==> config.mk <==
export PLATFORM = sky130hd
export DESIGN_NAME = traffic_light_ctrl
export DESIGN_NICKNAME = d
export VERILOG_FILES = /design/src/rtl/traffic_pkg.sv /design/src/rtl/tl_phase_timer.sv /design/src/rtl/traffic_light_ctrl.sv
export SDC_FILE = /design/constraint.sdc
export NUM_CORES = 1
export LEC_CHECK = 0
export BUFFER_PORTS_ARGS = -buffer_cell sky130_fd_sc_hd__buf_2
export CAP_MARGIN = 0
export CORE_MARGIN = 3
export CORE_UTILIZATION = 40
export CTS_CLUSTER_DIAMETER = 30
export DETAILED_ROUTE_END_ITERATION = 8
export GPL_TIMING_DRIVEN = 0
export MAX_ROUTING_LAYER = met4
export PLACE_DENSITY = 0.65
export SLEW_MARGIN = 30
export SYNTH_ARGS = -nofsm -noshare
export SYNTH_HDL_FRONTEND = slang
export SYNTH_SLANG_ARGS = --single-unit
==> constraint.sdc <==
create_clock -name clk -period 2.4 [get_ports clk]
set_input_delay 0.12 -clock clk [delete_from_list [all_inputs] [get_ports clk]]
set_output_delay 0.12 -clock clk [all_outputs]
set_load 0.01 [all_outputs]
==> src/rtl/traffic_pkg.sv <==
// rtl/traffic_pkg.sv - lamp codes, phase enum and phase helpers for the intersection controller
package traffic_pkg;

  localparam logic [1:0] LAMP_OFF    = 2'd0;
  localparam logic [1:0] LAMP_GREEN  = 2'd1;
  localparam logic [1:0] LAMP_YELLOW = 2'd2;
  localparam logic [1:0] LAMP_RED    = 2'd3;

  typedef enum logic [2:0] {
    A_GREEN  = 3'd0,
    A_YELLOW = 3'd1,
    CLEAR_AB = 3'd2,
    B_GREEN  = 3'd3,
    B_YELLOW = 3'd4,
    CLEAR_BA = 3'd5
  } phase_e;

  function automatic int phase_dur(input phase_e ph, input int green_a, input int green_b,
                                   input int yellow, input int clear);
    int d;
    case (ph)
      A_GREEN:            d = green_a;
      A_YELLOW, B_YELLOW: d = yellow;
      B_GREEN:            d = green_b;
      CLEAR_AB, CLEAR_BA: d = clear;
      default:            d = 1;
    endcase
    return d;
  endfunction

  function automatic phase_e next_phase(input phase_e ph);
    phase_e n;
    case (ph)
      A_GREEN:  n = A_YELLOW;
      A_YELLOW: n = CLEAR_AB;
      CLEAR_AB: n = B_GREEN;
      B_GREEN:  n = B_YELLOW;
      B_YELLOW: n = CLEAR_BA;
      default:  n = A_GREEN;
    endcase
    return n;
  endfunction

endpackage

==> src/rtl/tl_phase_timer.sv <==
// rtl/tl_phase_timer.sv - tick-enabled phase counter with synchronous clear and terminal-count flag
module tl_phase_timer #(
  parameter int CNT_W = 6
) (
  input  logic             clk,
  input  logic             reset,
  input  logic             tick,
  input  logic             clear,
  input  logic [CNT_W-1:0] term_val,
  output logic [CNT_W-1:0] count,
  output logic             term
);

  logic [CNT_W-1:0] count_q, count_d;

  always_comb begin
    count_d = count_q;
    if (clear) begin
      count_d = '0;
    end else if (tick) begin
      count_d = count_q + CNT_W'(1);
    end
  end

  always_ff @(posedge clk or posedge reset) begin
    if (reset) begin
      count_q <= '0;
    end else begin
      count_q <= count_d;
    end
  end

  assign count = count_q;
  assign term  = (count_q == term_val);

endmodule

==> src/rtl/traffic_light_ctrl.sv <==
// rtl/traffic_light_ctrl.sv - two-approach intersection controller with all-red clearance
// Optional pedestrian request / walk feature enabled by defining PED_REQ_EN.
module traffic_light_ctrl
  import traffic_pkg::*;
#(
  parameter int GREEN_A_T   = 25,
  parameter int GREEN_B_T   = 10,
  parameter int YELLOW_T    = 3,
  parameter int CLEAR_T     = 1,
  parameter int MIN_GREEN_T = 8,
  parameter int CNT_W       = 6
) (
  input  logic             clk,
  input  logic             reset,
  input  logic             tick,
`ifdef PED_REQ_EN
  input  logic             ped_req,
  output logic             walk,
`endif
  output logic [1:0]       light_a,
  output logic [1:0]       light_b,
  output logic [2:0]       state,
  output logic [CNT_W-1:0] count
);

  phase_e           state_q, state_d;
  logic [CNT_W-1:0] term_val;
  logic             term;
  logic             illegal;
  logic             advance;
  logic             clear;
  logic             ped_pend;
  logic             early_exit;

  assign term_val = CNT_W'(phase_dur(state_q, GREEN_A_T, GREEN_B_T, YELLOW_T, CLEAR_T) - 1);
  assign illegal  = (3'(state_q) > 3'd5);

  // A pending pedestrian request cuts A green short once the minimum has elapsed.
  assign early_exit = (state_q == A_GREEN) && ped_pend && (count >= CNT_W'(MIN_GREEN_T - 1));
  assign advance    = tick && !illegal && (term || early_exit);
  assign clear      = illegal || advance;

  tl_phase_timer #(
    .CNT_W(CNT_W)
  ) u_timer (
    .clk     (clk),
    .reset   (reset),
    .tick    (tick),
    .clear   (clear),
    .term_val(term_val),
    .count   (count),
    .term    (term)
  );

  always_comb begin
    state_d = state_q;
    if (illegal) begin
      state_d = CLEAR_BA;
    end else if (advance) begin
      state_d = next_phase(state_q);
    end
  end

  always_ff @(posedge clk or posedge reset) begin
    if (reset) begin
      state_q <= CLEAR_BA;
    end else begin
      state_q <= state_d;
    end
  end

  always_comb begin
    light_a = LAMP_RED;
    light_b = LAMP_RED;
    case (state_q)
      A_GREEN:  light_a = LAMP_GREEN;
      A_YELLOW: light_a = LAMP_YELLOW;
      B_GREEN:  light_b = LAMP_GREEN;
      B_YELLOW: light_b = LAMP_YELLOW;
      default: begin
        light_a = LAMP_RED;
        light_b = LAMP_RED;
      end
    endcase
  end

  assign state = state_q;

`ifdef PED_REQ_EN
  logic ped_pend_q, ped_pend_d;
  logic walk_q, walk_d;
  logic enter_b, leave_b;

  assign enter_b = advance && (state_q == CLEAR_AB);
  assign leave_b = advance && (state_q == B_GREEN);

  // A request landing on the B-green entry edge survives into the next cycle.
  always_comb begin
    ped_pend_d = ped_pend_q | ped_req;
    walk_d     = walk_q;
    if (enter_b) begin
      ped_pend_d = ped_req;
      walk_d     = ped_pend_q;
    end else if (leave_b || illegal) begin
      walk_d = 1'b0;
    end
  end

  always_ff @(posedge clk or posedge reset) begin
    if (reset) begin
      ped_pend_q <= 1'b0;
      walk_q     <= 1'b0;
    end else begin
      ped_pend_q <= ped_pend_d;
      walk_q     <= walk_d;
    end
  end

  assign ped_pend = ped_pend_q;
  assign walk     = walk_q;
`else
  assign ped_pend = 1'b0;
`endif

endmodule

## Word level (Yosys, flattened, before mapping)

Index checks and enable logic that the tools add are counted.

| storage, ports and cells | value |
|---|---|
| input bits | 3 |
| output and inout port bits | 13 |
| register bits | 9 |

| operators by class | value |
|---|---|
| add/subtract/negate cells | 2 |
| multiplexer cells | 8 |
| eq/ne operators | 5 |
| magnitude comparators | 1 |
| reductions and logical operators | 8 |

Operators by type and width:

| kind | number |
|---|---|
| $pmux 3 s5 | 1 |
| $pmux 5 s3 | 1 |
| $mux 6 | 2 |
| $pmux 2 s2 | 2 |
| $add 6x1->6 const B | 1 |
| $eq 3x2->1 const B | 2 |
| $eq 6x6->1 | 1 |
| $mux 3 | 2 |
| $sub 6x2->6 const B | 1 |
| $reduce_bool 2->1 | 2 |
| $eq 3x1->1 const B | 1 |
| $eq 3x3->1 const B | 1 |
| $gt 3x3->1 const B | 1 |
| $logic_not 3->1 | 1 |
| $logic_and 1x1->1 | 2 |
| $reduce_or 2->1 | 1 |
| $logic_not 1->1 | 1 |
| $logic_or 1x1->1 | 1 |

## Depth between registers and ports, before layout

| logic depth | value |
|---|---|
| word-level depth | 8 |
| gate-level depth with buffers | 10 |
| gate-level depth less buffers | 9 |

## By module

A second synthesis with hierarchy kept.

| second synthesis, totals | value |
|---|---|
| cells, all modules | 63 |
| area, all modules | 586.8 um2 |

Modules (own cells, without submodules):

| module | seq. area each (um2) | cells an instance | times used | area each (um2) |
|---|---|---|---|---|
| tl_phase_timer | 150.1 | 33 | 1 | 336.6 |
| traffic_light_ctrl | 77.6 | 30 | 1 | 250.2 |

## Least setup slack after synthesis

No wires, ideal clock.

| timing | value |
|---|---|
| path type | register to register |
| from | reg (tool-made name) |
| to | reg (tool-made name) |
| path buffers | 1 |
| stages on the path, launching flop included | 10 |
| slack | -0.216 ns |
| data required time | 2.318 ns |
| setup time | 0.082 ns |
| period minus slack after synthesis | 2.616 ns |
| arrival time | 2.534 ns |
| cells stage by stage | dfstp_2 buf_6 inv_1 or3_1 a21boi_0 ha_1 xnor2_1 a311o_1 nor3b_1 mux2_2 |

==> out/results.tsv <==
metric	value	unit
outcome	complete, but fails checks	
violations	negative setup slack	
design.core.area	0.00140	mm^2
reg2reg_slack	-100	ps
endpoint_kind	flop	
clock-sinks	9	
start_util	46.2	%
design_power_total	1.07	mW
crit_required	2590	ps
p_leak	0.380	nW
pre_cts_ws	-331	ps
fin_area	816	um^2
vias	566	
numCtsBuffers	3	
drv_slew	0	
routabilityCongestion	0.753	
grt_usage	15.8	%
fp.dieH	46.2	um
num-fill-cells	136	
ys_ff_latch	9	
worstMarginPinSlew	358	ps
hpwl	993	um
reg2reg_from	state[1]	
firstDrtPassIters	3	
io_buffers	15	
p_per_area	1310	mW/mm^2
grt_max_degree	11	
fmax	0.400	GHz
p_sw	0.479	mW
crit_path_max_fanout	10	
synth-seq-area-share	35.3	%
synth_nets	77	
slew_headroom	76.1	%
synth_edf_count	0	
grt_first_pass_wirelength	2.35	mm
tritoncts	built	
skew	3.23	ps
synth.distinct_cells	35	
power.share.clock	11.2	%
layout_min_cycle_time	2500	ps
swShare	44.8	%
clk_latency	260	ps
fin_ws	-103	ps
path_clk_slew	70	ps
final_net_count	98	
reg2regPathDepth	9	
cts.htree.levels	1	
viasPerCell	5.29	
layout-drive-gt1-share	43.5	%
ant_nets	0	
syn2layout_area_growth	26.4	%
hold_viol_final	0	
clockBufferDepth	2	
antenna_found_initial	0	
startpoint_type	flop	
rows	13	
setup_viol_count_final	3	
drt_iter0_markers	5	
synth.avg_cell_area	8.97	um^2
synthArstFlopShare	100	%
place_area	756	um^2
synth_warnings	0	
cts-root-buf	clkbuf_4	
dieArea	0.00213	mm^2
antenna_cells	0	
grt_pass1_vias	527	
hold_class	in -> reg	
post_drt_wl_per_cell	12.5	um
synth_area	646	um^2
grt_overflow	0	
rsz0062_at_grt	yes	
cp-startpoint	state[1]	
pin_count	16	
synthCells	72	
cap_violations	0	
finalCritPeriodShare	104	%
finalWirelength	1.34	mm
p_comb_share	58.2	%
seqPwrFrac	30.6	%
drc	0	
timing.hold.ws	207	ps
peakVddDrop	702	uV
critPathArrivalTime	2700	ps
fin_util	58.3	%
fp.dieW	46.2	um
ys.flop_type	dfrtp_1	
critPathKind	reg -> reg	
internal_power	0.591	mW
-- through the flow --
stage	cells	setup TNS, ps
final	107	-226
after global routing	107	-503
after CTS	108	-816
after detailed placement	102	-2510
after global placement	102	-2140
after floorplan	72	-1000
-- repair_timing --
item                                    in CTS  in global routing
resized for setup                            3                  6
pin swaps                                    3                  8
endpoints found under the hold margin        7                  0
buffers inserted                             1                  0
hold buffers                                 1                  0
endpoints found under the setup margin       9                  9
-- power by group through the flow --
stage	clock network (mW)	registers [mW]	logic, mW
after floorplan	0	0.342	0.390
after global placement	0	0.328	0.559
after detailed placement	0	0.330	0.570
after CTS	0.128	0.326	0.591
after global routing	0.135	0.341	0.711
final	0.120	0.328	0.623
-- final cells by class --
cell class              instances  area [um^2]  share of cell area (%)
inverters                       4         15.0                    1.84
well taps                      15         18.8                    2.30
repair buffers                 17         92.6                    11.3
clock inverters                 1         5.00                   0.613
clock buffers                   3         22.5                    2.76
multi-input cells              56          409                    50.2
flip-flops and latches          9          228                    27.9
plain buffers                   2         25.0                    3.07
-- worst min path at each step --
stage	endpoint	from	depth (start not counted)	slack [ps]
after CTS	u_timer.count[1]	tick	3	190
final	u_timer.count[0]	tick	3	210
after floorplan	state[1]	reset	1	-50
after global routing	u_timer.count[0]	tick	3	230
after detailed placement	u_timer.count[0]	reset	2	110
after global placement	u_timer.count[0]	reset	2	100
-- synthesized netlist by cell type (2+ instances only) --
library cell | n | area (um^2)
nand3_1 | 2 | 10.0
nand2_1 | 6 | 22.5
nor2b_1 | 2 | 12.5
dfstp_2 | 2 | 52.6
o21ai_0 | 3 | 15.0
nor2_1 | 11 | 41.3
buf_6 | 2 | 22.5
or3_1 | 2 | 12.5
xor2_1 | 3 | 26.3
xnor2_1 | 4 | 35.0
dfrtp_1 | 7 | 175
ha_1 | 2 | 25.0
inv_1 | 4 | 15.0
-- routing by layer --
layer | vias to the layer above | part of all wire [%] | GRT usage [%]
met1 | 266 | 49 | 19.9
li1 | 286 | - | -
met2 | 14 | 45 | 23.9
met4 | 0 | 0 | 3.41
met5 | - | 0 | -
met3 | 0 | 6.2 | 5.86
-- critical path, stage by stage (launching register included) --
cell	delay, ps
dfrtp_1	400
clkbuf_8	170
or3_4	360
a21boi_2	160
ha_2	180
or2b_2	150
nand4b_1	100
a311o_2	390
nor3b_2	200
mux2_4	310
-- layout by cell type (no fill, tap or decap), types with 2 or more instances in the layout --
master,Yosys,final
buf_2,0,15
nor2_1,11,10
dfrtp_1,7,7
nand2_1,6,5
xnor2_1,4,4
inv_1,4,3
xor2_1,3,3
clkbuf_4,0,3
o21ai_0,3,2
nor2b_1,2,2
nand3_1,2,2
dfstp_2,2,2
-- kinds of logic after synthesis --
group / Yosys count / share of synthesized area [%]
compound gates: 10 / 10.7
fa+ha+maj: 2 / 3.88
xor+xnor: 7 / 9.50
flops: 9 / 35.3
mux: 2 / 3.29
simple gates: 35 / 29.5
buf+inv: 7 / 7.94
Note: power is estimated with default switching activity, not from simulation.
